`src/rtl/if_fetch_unit.sv`:
```
// Instruction-fetch front end: owns the PC, runs the req/ack handshake to imem
// and feeds IF/ID. Define FETCH_TIMEOUT_EN to add the miss watchdog and HALT state.
module if_fetch_unit #(
   parameter logic [31:0] RESET_PC       = 32'h0000_0000,
   parameter int          TIMEOUT_CYCLES = 255
) (
   input  logic        clk_i,
   input  logic        rst_i,
   input  logic        start_i,
   input  logic        pc_hold_i,
   input  logic        branch_taken_i,
   input  logic [31:0] branch_target_i,
   input  logic        jump_i,
   input  logic [31:0] jump_target_i,
   output logic        imem_req_o,
   output logic [31:0] imem_addr_o,
   input  logic        imem_ack_i,
   input  logic [31:0] imem_data_i,
   output logic [31:0] instr_o,
   output logic [31:0] nextInstrAddr_o,
   output logic        instr_valid_o,
   output logic        fetch_stall_o,
   output logic        flush_o,
   output logic        fetch_err_o
);

   if (TIMEOUT_CYCLES < 1) begin : g_bad_timeout
      $error("TIMEOUT_CYCLES must be at least 1");
   end

`ifdef FETCH_TIMEOUT_EN
   typedef enum logic [1:0] {
      ST_IDLE  = 2'd0,
      ST_RUN   = 2'd1,
      ST_DRAIN = 2'd2,
      ST_HALT  = 2'd3
   } state_t;
`else
   typedef enum logic [1:0] {
      ST_IDLE  = 2'd0,
      ST_RUN   = 2'd1,
      ST_DRAIN = 2'd2
   } state_t;
`endif

   state_t      state_r, state_nxt_s;
   logic [31:0] pc_r, pc_nxt_s;
   logic [31:0] pend_r, pend_nxt_s;
   logic        req_s, valid_s, stall_s, flush_s;
   logic        redirect_s;
   logic [31:0] target_s;

   // Branch wins over jump; low address bits are dropped to keep the PC word-aligned.
   assign redirect_s = branch_taken_i | jump_i;
   assign target_s   = branch_taken_i ? {branch_target_i[31:2], 2'b00}
                                      : {jump_target_i[31:2], 2'b00};

`ifdef FETCH_TIMEOUT_EN
   localparam int CNT_W = $clog2(TIMEOUT_CYCLES + 1);
   logic [CNT_W-1:0] cnt_r, cnt_nxt_s;
   logic             err_r, err_nxt_s;
`endif

   // Next-state, next-PC and handshake decode.
   always_comb begin
      state_nxt_s = state_r;
      pc_nxt_s    = pc_r;
      pend_nxt_s  = pend_r;
      req_s       = 1'b0;
      valid_s     = 1'b0;
      stall_s     = 1'b0;
      flush_s     = 1'b0;
      case (state_r)
         ST_IDLE: begin
            stall_s = 1'b1;
            if (start_i) begin
               state_nxt_s = ST_RUN;
            end else begin
               state_nxt_s = ST_IDLE;
            end
         end
         ST_RUN: begin
            req_s = 1'b1;
            if (imem_ack_i) begin
               if (redirect_s) begin
                  flush_s  = 1'b1;
                  pc_nxt_s = target_s;
               end else begin
                  valid_s  = 1'b1;
                  pc_nxt_s = pc_hold_i ? pc_r : pc_r + 32'd4;
               end
            end else begin
               stall_s = 1'b1;
               if (redirect_s) begin
                  flush_s     = 1'b1;
                  pend_nxt_s  = target_s;
                  state_nxt_s = ST_DRAIN;
               end else begin
                  state_nxt_s = ST_RUN;
               end
            end
         end
         ST_DRAIN: begin
            // The outstanding request must complete before the new PC goes out.
            req_s   = 1'b1;
            stall_s = 1'b1;
            if (redirect_s) begin
               flush_s    = 1'b1;
               pend_nxt_s = target_s;
            end else begin
               pend_nxt_s = pend_r;
            end
            if (imem_ack_i) begin
               pc_nxt_s    = redirect_s ? target_s : pend_r;
               state_nxt_s = ST_RUN;
            end else begin
               state_nxt_s = ST_DRAIN;
            end
         end
`ifdef FETCH_TIMEOUT_EN
         ST_HALT: begin
            stall_s     = 1'b1;
            state_nxt_s = ST_HALT;
         end
`endif
         default: begin
            state_nxt_s = ST_IDLE;
         end
      endcase

`ifdef FETCH_TIMEOUT_EN
      cnt_nxt_s = cnt_r;
      err_nxt_s = err_r;
      if (req_s && !imem_ack_i) begin
         cnt_nxt_s = cnt_r + CNT_W'(1);
         if (cnt_nxt_s == CNT_W'(TIMEOUT_CYCLES)) begin
            err_nxt_s   = 1'b1;
            state_nxt_s = ST_HALT;
         end else begin
            err_nxt_s = err_r;
         end
      end else if (req_s) begin
         cnt_nxt_s = '0;
      end else begin
         cnt_nxt_s = cnt_r;
      end
`endif
   end

   // State, PC and pending-target registers.
   always_ff @(posedge clk_i or negedge rst_i) begin
      if (!rst_i) begin
         state_r <= ST_IDLE;
         pc_r    <= RESET_PC;
         pend_r  <= 32'd0;
      end else begin
         state_r <= state_nxt_s;
         pc_r    <= (state_r == ST_IDLE) ? RESET_PC : pc_nxt_s;
         pend_r  <= pend_nxt_s;
      end
   end

`ifdef FETCH_TIMEOUT_EN
   // Miss watchdog and its sticky error flag.
   always_ff @(posedge clk_i or negedge rst_i) begin
      if (!rst_i) begin
         cnt_r <= '0;
         err_r <= 1'b0;
      end else begin
         cnt_r <= cnt_nxt_s;
         err_r <= err_nxt_s;
      end
   end
   assign fetch_err_o = err_r;
`else
   assign fetch_err_o = 1'b0;
`endif

   // Outputs are forced low while reset is asserted, including the IDLE stall.
   assign imem_req_o      = rst_i & req_s;
   assign instr_valid_o   = rst_i & valid_s;
   assign fetch_stall_o   = rst_i & stall_s;
   assign flush_o         = rst_i & flush_s;
   assign instr_o         = (rst_i & valid_s) ? imem_data_i : 32'd0;
   assign imem_addr_o     = pc_r;
   assign nextInstrAddr_o = pc_r + 32'd4;

endmodule

```
`config.mk`:
```
export PLATFORM = sky130hd
export DESIGN_NAME = if_fetch_unit
export DESIGN_NICKNAME = d
export VERILOG_FILES = /design/src/rtl/if_fetch_unit.sv
export SDC_FILE = /design/constraint.sdc
export NUM_CORES = 1
export LEC_CHECK = 0
export CAP_MARGIN = 20
export CORE_MARGIN = 4
export CORE_UTILIZATION = 47
export DETAILED_ROUTE_END_ITERATION = 8
export MAX_ROUTING_LAYER = met4
export PLACE_DENSITY = 0.9
export SYNTH_ARGS = -nofsm -noshare
export SYNTH_HDL_FRONTEND = slang
export SYNTH_SLANG_ARGS = --single-unit
```
`constraint.sdc`:
```
create_clock -name clk_i -period 5.07 [get_ports clk_i]
set_input_delay 1.014 -clock clk_i [delete_from_list [all_inputs] [get_ports clk_i]]
set_output_delay 1.014 -clock clk_i [all_outputs]
set_load 0.05 [all_outputs]
```
==> results of run 1 <==
flip-flops by register name, summed over array words and instances (netlist names):
name         cells
imem_addr_o     32
pend_r          32
state_r          2
cells by family after synthesis:
| group | count (synthesis) |
|---|---|
| and+or+nand+nor | 229 |
| AOI/OAI and AO/OA | 188 |
| DFF | 66 |
| buffers and inverters | 63 |
| xor gates and xnor gates | 28 |
| muxes | 17 |
| adders and majority gates | 5 |
| other | 1 |
final timing paths:
kind / startpoint / end / slack, ns / depth (start not counted)
min in group asynchronous: rst_i / imem_addr_o[26] / 0.67 / 1
worst min-delay path: pend_r[1] / pend_r[1] / 0.51 / 1
worst max-delay path: imem_addr_o[2] / nextInstrAddr_o[31] / 0.80 / 6
max in group asynchronous: rst_i / pend_r[24] / 3.38 / 2
worst min register to register: pend_r[1] / pend_r[1] / 0.51 / 1
worst max register to register: state_r[0] / pend_r[28] / 2.01 / 8
cell type report:
cell class / instances / share of cell area
multi-input cells: 468 / 0.401
repair buffers: 208 / 0.321
flip-flops and latches: 66 / 0.223
well taps: 133 / 0.0225
clock buffers: 9 / 0.0167
clock inverters: 7 / 0.00946
inverters: 14 / 0.00709
critical path, delay by kind of cell (launching register included):
kind                   cells  cell delay (ns)
buffers and inverters      1             0.82
AND/OR/NAND/NOR            4             1.42
XOR/XNOR                   1             0.15
flip-flops                 1             0.51
report_power, final:
group          leakage, nW  internal [mW]  switching [mW]  total [mW]
logic                 2.04          0.892            1.62        2.51
clock network       0.0990          0.226           0.225       0.451
registers            0.815          0.752           0.279        1.03
metal layers:
layer | global-route usage | share of wire | wire length, um | up-vias
met5 | - | 0 | 0 | -
met1 | 0.440 | 0.39 | 7420 | 2745
met3 | 0.0405 | 0.10 | 1980 | 65
li1 | - | - | - | 2533
met4 | 0.118 | 0.037 | 714 | 0
met2 | 0.522 | 0.47 | 9130 | 399
cells in the mapped netlist (2+ instances only):
master and instances:
a21boi_0 2, a21oi_1 40, a221oi_1 8, a22oi_1 21
a2bb2oi_1 17, a311oi_1 2, a31oi_1 10, a32o_1 2
and2_1 34, and3_1 7, and4_1 6, buf_1 5
buf_2 5, buf_4 3, clkbuf_1 35, dfrtp_1 66
ha_1 5, inv_1 14, mux2_2 6, mux2i_1 11
nand2_1 67, nand2b_1 2, nand3_1 20, nand4_1 10
nor2_1 42, nor2b_1 6, nor3_1 11, nor4_1 4
nor4_4 2, o211ai_1 6, o21a_1 3, o21ai_0 40
o221ai_1 5, o22ai_1 12, o311a_1 2, o311ai_0 4
o31ai_1 5, or3_1 5, or4_2 2, xnor2_1 15
xor2_1 13
per-stage QoR:
step	std cells	setup WS, ns	power, mW
after floorplan	597	1.40	2.64
after global placement	889	1.17	3.42
after CTS	905	0.847	3.95
after detailed placement	889	1.05	3.50
after global routing	905	0.666	4.20
final	905	0.801	3.99
layout by cell type, fill, tap and decap left out, drive strengths merged, types with 8 or more instances in the layout:
cell type | netlist | final
mux2i | 11 | 11
nor3 | 11 | 11
dfrtp | 66 | 66
and2 | 35 | 35
inv | 14 | 14
o21ai | 40 | 40
nand4 | 11 | 11
xor2 | 13 | 13
a221oi | 8 | 8
a2bb2oi | 17 | 17
o22ai | 12 | 12
nand3 | 22 | 22
xnor2 | 15 | 15
a31oi | 10 | 10
nand2 | 67 | 67
nor2 | 42 | 42
a22oi | 21 | 21
a21oi | 40 | 40
clkdlybuf4s50 | 0 | 163
clkbuf | 36 | 9
buf | 13 | 45
==> metrics.cfg, run 1 <==
[worst_setup_path]
crit_chain = nand2_1 -> nor4_4 -> nand3_1 -> nor2_1 -> xor2_1 -> clkdlybuf4s50_1
crit_required_ns = 4.06
critPathLaunchType = flip-flop
worstSetupPathType = flip-flop to output pin
endpoint_kind = output pin
cp.arrival_ns = 3.25
max_stage_delay_ns = 0.82
slowest_stage = clkdlybuf4s50_1
path_max_fanout = 8

[logic_synthesis]
synthCells = 597
synthSimpleGateAreaFrac = 0.251
syn_area_um2 = 4860
synth_seq_cells = 66
yosys.area.top_type = dfrtp_1
synth_seq_area_share = 0.340
postSynth.asyncResetShare = 1.00
synth_top_family_by_area = compound AO/OA/AOI/OAI gates
synth_compound_area_frac = 0.257
synth-edff-count = 0
avgSynthCellArea_um2 = 8.15
synth_top_cells_by_area = dfrtp_1 (34%), nand2_1 (5.2%), and2_1 (4.4%), a21oi_1 (4.1%), o21ai_0 (4.1%)
synth-xor-area-share = 0.0504
synth_mux_area_frac = 0.0365
synth_cell_types = 63
synth_fa_ha_area_frac = 0.0129
yosysWarningCount = 0
synth_nets = 705
synth_top_area_frac = 0.340
synthFlopType = dfrtp_1

[final_layout]
regArea_um2 = 1650
fin_nets = 875
fillers = 722
drive_gt1_frac = 0.104
stdcell_area_um2 = 7410
multi_input_area_um2 = 2970
utilization = 0.748
antenna_cells = 0
syn_to_final_growth_pct = 52.3

[timing]
setup_tns_ns = 0
holdWs_ns = 0.505
finalHoldViolCount = 0
worstMarginPinSlew_ns = 1.04
setup_viol = 0
clock_skew_ns = 0.0154
fin_crit_sh = 0.842
rsz0062_at_grt = false
period_needed_ns = 4.27
timing.fmax_mhz = 234
drv_slew = 0
slew_headroom = 0.305

[clock_tree]
cts_post_setup_buffers_inserted = 0
clk_pin_slew_ns = 0.08
clockRootBuffer = clkbuf_8
cts.sinks = 66
clk_path_buf_depth = 2
tritoncts = yes
htree_levels = 3
cts_buffers = 9
clkLatencyLatePin_ns = 0.35
cts_hold_buf = 0
ctsResizeCount = 0

[power]
p_leak_nw = 2.95
irDropWorstVdd_v = 0.000384
powerDensity_nw_per_um2 = 539

[floorplanning]
die_w_um = 110
core_area_um2 = 9910
die_y_um = 110
rows = 36
boundaryPins = 204
die_area_um2 = 12000
initial_core_util = 0.491

[global_routing]
grt_pass1_vias = 5521
grt_pass1_wl_mm = 30.0
track_usage = 0.330
grt_max_degree = 66
antenna_found_initial = 0
gr-total-overflow = 0

[flow_run]
cap_violations = 0

[drt]
wirelength_mm = 19.2
num_vias = 5742
drc = 0
routedWlPerCell_um = 21.3
dr.first_iter.drc_count = 731
ant_nets = 0
drtPass1Iterations = 6
drt-vias-per-instance = 6.34

[placement]
globalplace.congestion = 0.957
io_buffer_count = 198
dp_hpwl_mm = 14.2
placed_area_um2 = 7220

[worst_hold_path]
hp-class = flip-flop to flip-flop

[status]
run_status = finished, final reports clean

(Power assumes the default switching activity.)
==> inputs of run 2 (changes only) <==
--- a/config.mk
+++ b/config.mk
@@ -7,10 +7,10 @@
 export LEC_CHECK = 0
 export CAP_MARGIN = 20
 export CORE_MARGIN = 4
-export CORE_UTILIZATION = 47
+export CORE_UTILIZATION = 44
 export DETAILED_ROUTE_END_ITERATION = 8
 export MAX_ROUTING_LAYER = met4
-export PLACE_DENSITY = 0.9
+export PLACE_DENSITY = 0.85
 export SYNTH_ARGS = -nofsm -noshare
 export SYNTH_HDL_FRONTEND = slang
 export SYNTH_SLANG_ARGS = --single-unit
==> constraint.sdc (replaced) <==
create_clock -name clk_i -period 4 [get_ports clk_i]
set_input_delay 0.8 -clock clk_i [delete_from_list [all_inputs] [get_ports clk_i]]
set_output_delay 0.8 -clock clk_i [all_outputs]
set_load 0.05 [all_outputs]
==> run 2 against run 1 <==
Die area increased by 6.3%. Wire length fell by 3.4%. Clock-buffer cell count is the same. Combinational power up 27%. Flip-flop and latch count unchanged. Sequential power rose by 25%. Core utilization fell by 5.4 points. Non-clock buffer count up 11. Final cell count grew 1.9%. Sequential share of layout area decreased by 0.33 points.
==> metrics.cfg, run 2 (same netlist as run 1, synthesis figures left out) <==
[placement]
io_buffer_count = 198  ; unchanged
placed_area_um2 = 7320  ; +1.4%
dp_hpwl_mm = 14.1  ; -0.90%
globalplace.congestion = 0.905  ; -5.5%

[final_layout]
regArea_um2 = 1650  ; unchanged
multi_input_area_um2 = 2970  ; +0.21%
final_cell_mix = clkdlybuf4s50_1 (159), nand2_1 (67), dfrtp_1 (66)
fillers = 889  ; +23%
antenna_cells = 0  ; unchanged
fin_nets = 886  ; +1.3%
stdcell_area_um2 = 7520  ; +1.5%
syn_to_final_growth_pct = 54.6
drive_gt1_frac = 0.118  ; +0.0140
layout_commonest_cell = clkdlybuf4s50_1
utilization = 0.694  ; -0.0538

[power]
p_sw_mw = 2.65  ; +25%
p_leak_nw = 3.05  ; +3.3%
power_frac_comb = 0.632  ; +0.004
finalPower_mw = 5.05  ; +27%
internal_power_mw = 2.40  ; +28%
seq_power_share = 0.255  ; -0.004
powerDensity_nw_per_um2 = 672  ; +25%
p_clk_frac = 0.113  ; about the same
irDropWorstVdd_v = 0.000438  ; +14%
p_sw_frac = 0.525  ; -0.00614

[timing]
period_needed_ns = 3.82
clock_skew_ns = 0.0103  ; -0.00503 ns
setup_viol = 0  ; unchanged
finalHoldViolCount = 0  ; unchanged
slew_headroom = 0.376  ; +0.0710
drv_slew = 0  ; unchanged
timing.fmax_mhz = 262
worstMarginPinSlew_ns = 0.933  ; -0.108 ns
fin_crit_sh = 0.955
rsz0062_at_grt = false
holdWs_ns = 0.448  ; -0.0578 ns
setup_tns_ns = 0  ; unchanged

[drt]
drtPass1Iterations = 5  ; -1
routedWlPerCell_um = 20.2  ; -5.2%
num_vias = 5595  ; -2.6%
dr.first_iter.drc_count = 601  ; -18%
drc = 0  ; unchanged
wirelength_mm = 18.6  ; -3.4%
ant_nets = 0  ; unchanged
drt-vias-per-instance = 6.07  ; -4.4%

[flow_run]
cap_violations = 0  ; unchanged

[worst_setup_path]
crit_end = nextInstrAddr_o[25]
rrSetupSlack_ns = 1.12  ; -0.89 ns
slowest_stage = clkdlybuf4s50_1
crit_required_ns = 3.20  ; -0.86 ns
worstSetupPathType = flip-flop to output pin
cp.arrival_ns = 3.02  ; -0.23 ns
path_max_fanout = 8  ; unchanged
r2r_cells = 8  ; unchanged
max_stage_delay_ns = 0.83  ; about the same
crit_start = imem_addr_o[2]
timing.rr.end = imem_addr_o[29]
crit_chain = nand2_1 -> nor4_4 -> nand4_1 -> xnor2_1 -> clkdlybuf4s50_1
endpoint_kind = output pin
critPathLaunchType = flip-flop
r2r_start = state_r[0]

[global_routing]
grt_max_degree = 45  ; -32%
grt_pass1_wl_mm = 29.2  ; -2.8%
antenna_found_initial = 0  ; unchanged
gr-total-overflow = 0  ; unchanged
grt_pass1_vias = 5644  ; +2.2%
track_usage = 0.295  ; -0.0359

[floorplanning]
boundaryPins = 204  ; unchanged
die_w_um = 113  ; +3.1%
die_y_um = 113  ; +3.1%
core_area_um2 = 10800  ; +9.4%
rows = 38  ; +5.6%
die_area_um2 = 12800  ; +6.3%
initial_core_util = 0.449  ; -0.0422

[clock_tree]
clk_path_buf_depth = 2  ; unchanged
ctsResizeCount = 0  ; unchanged
clk_pin_slew_ns = 0.08  ; about the same
cts_post_setup_buffers_inserted = 0  ; unchanged
tritoncts = yes
clkLatencyLatePin_ns = 0.35  ; about the same
clockRootBuffer = clkbuf_8
cts.sinks = 66  ; unchanged
htree_levels = 3  ; unchanged
cts_buffers = 9  ; unchanged
cts_hold_buf = 0  ; unchanged

[status]
run_status = finished, final reports clean

[worst_hold_path]
hp-class = primary input to asynchronous set/reset pin

-- run 2: per-layer routing --
| layer | vias up | track usage | routed length (um) |
|---|---|---|---|
| met4 | 0 | 0.114 | 722 |
| li1 | 2565 | - | - |
| met3 | 55 | 0.0524 | 1690 |
| met5 | - | - | 0 |
| met2 | 339 | 0.463 | 8960 |
| met1 | 2636 | 0.380 | 7230 |
-- run 2: worst max-delay path: cells and delay by family (launching register included) --
kind / cells / cell delay, ns
XOR/XNOR: 1 / 0.24
buffers and inverters: 1 / 0.83
flip-flops: 1 / 0.51
AND/OR/NAND/NOR: 3 / 1.08
-- run 2: worst min-delay path by stage --
stage / end / slack [ns] / cells past startpoint
finish: imem_addr_o[5] / 0.45 / 2
global route: pend_r[4] / 0.47 / 2
CTS: pend_r[15] / 0.45 / 2
detailed placement: pend_r[0] / 0.48 / 1
global placement: pend_r[0] / 0.48 / 1
floorplan: pend_r[0] / 0.46 / 1
-- run 2: power groups by stage --
stage	registers [mW]	clock network [mW]	logic, mW
after floorplan	1.58	0	1.77
after global placement	1.27	0	3.10
after detailed placement	1.29	0	3.17
after CTS	1.28	0.574	3.18
after global routing	1.33	0.607	3.38
final	1.29	0.570	3.19
-- run 2: cell type report --
class                      count  share of cell area
tap                          140              0.0233
inverter                      14             0.00699
multi-input combinational    468               0.395
clock inverter                 6             0.00898
timing repair buffer         219               0.329
sequential                    66               0.220
clock buffer                   9              0.0165
-- run 2: through the flow --
| stage | setup slack [ns] | cells |
|---|---|---|
| floorplan | 0.542 | 597 |
| global placement | 0.516 | 907 |
| detailed placement | 0.469 | 907 |
| CTS | 0.0776 | 922 |
| global route | 0.0386 | 922 |
| finish | 0.180 | 922 |
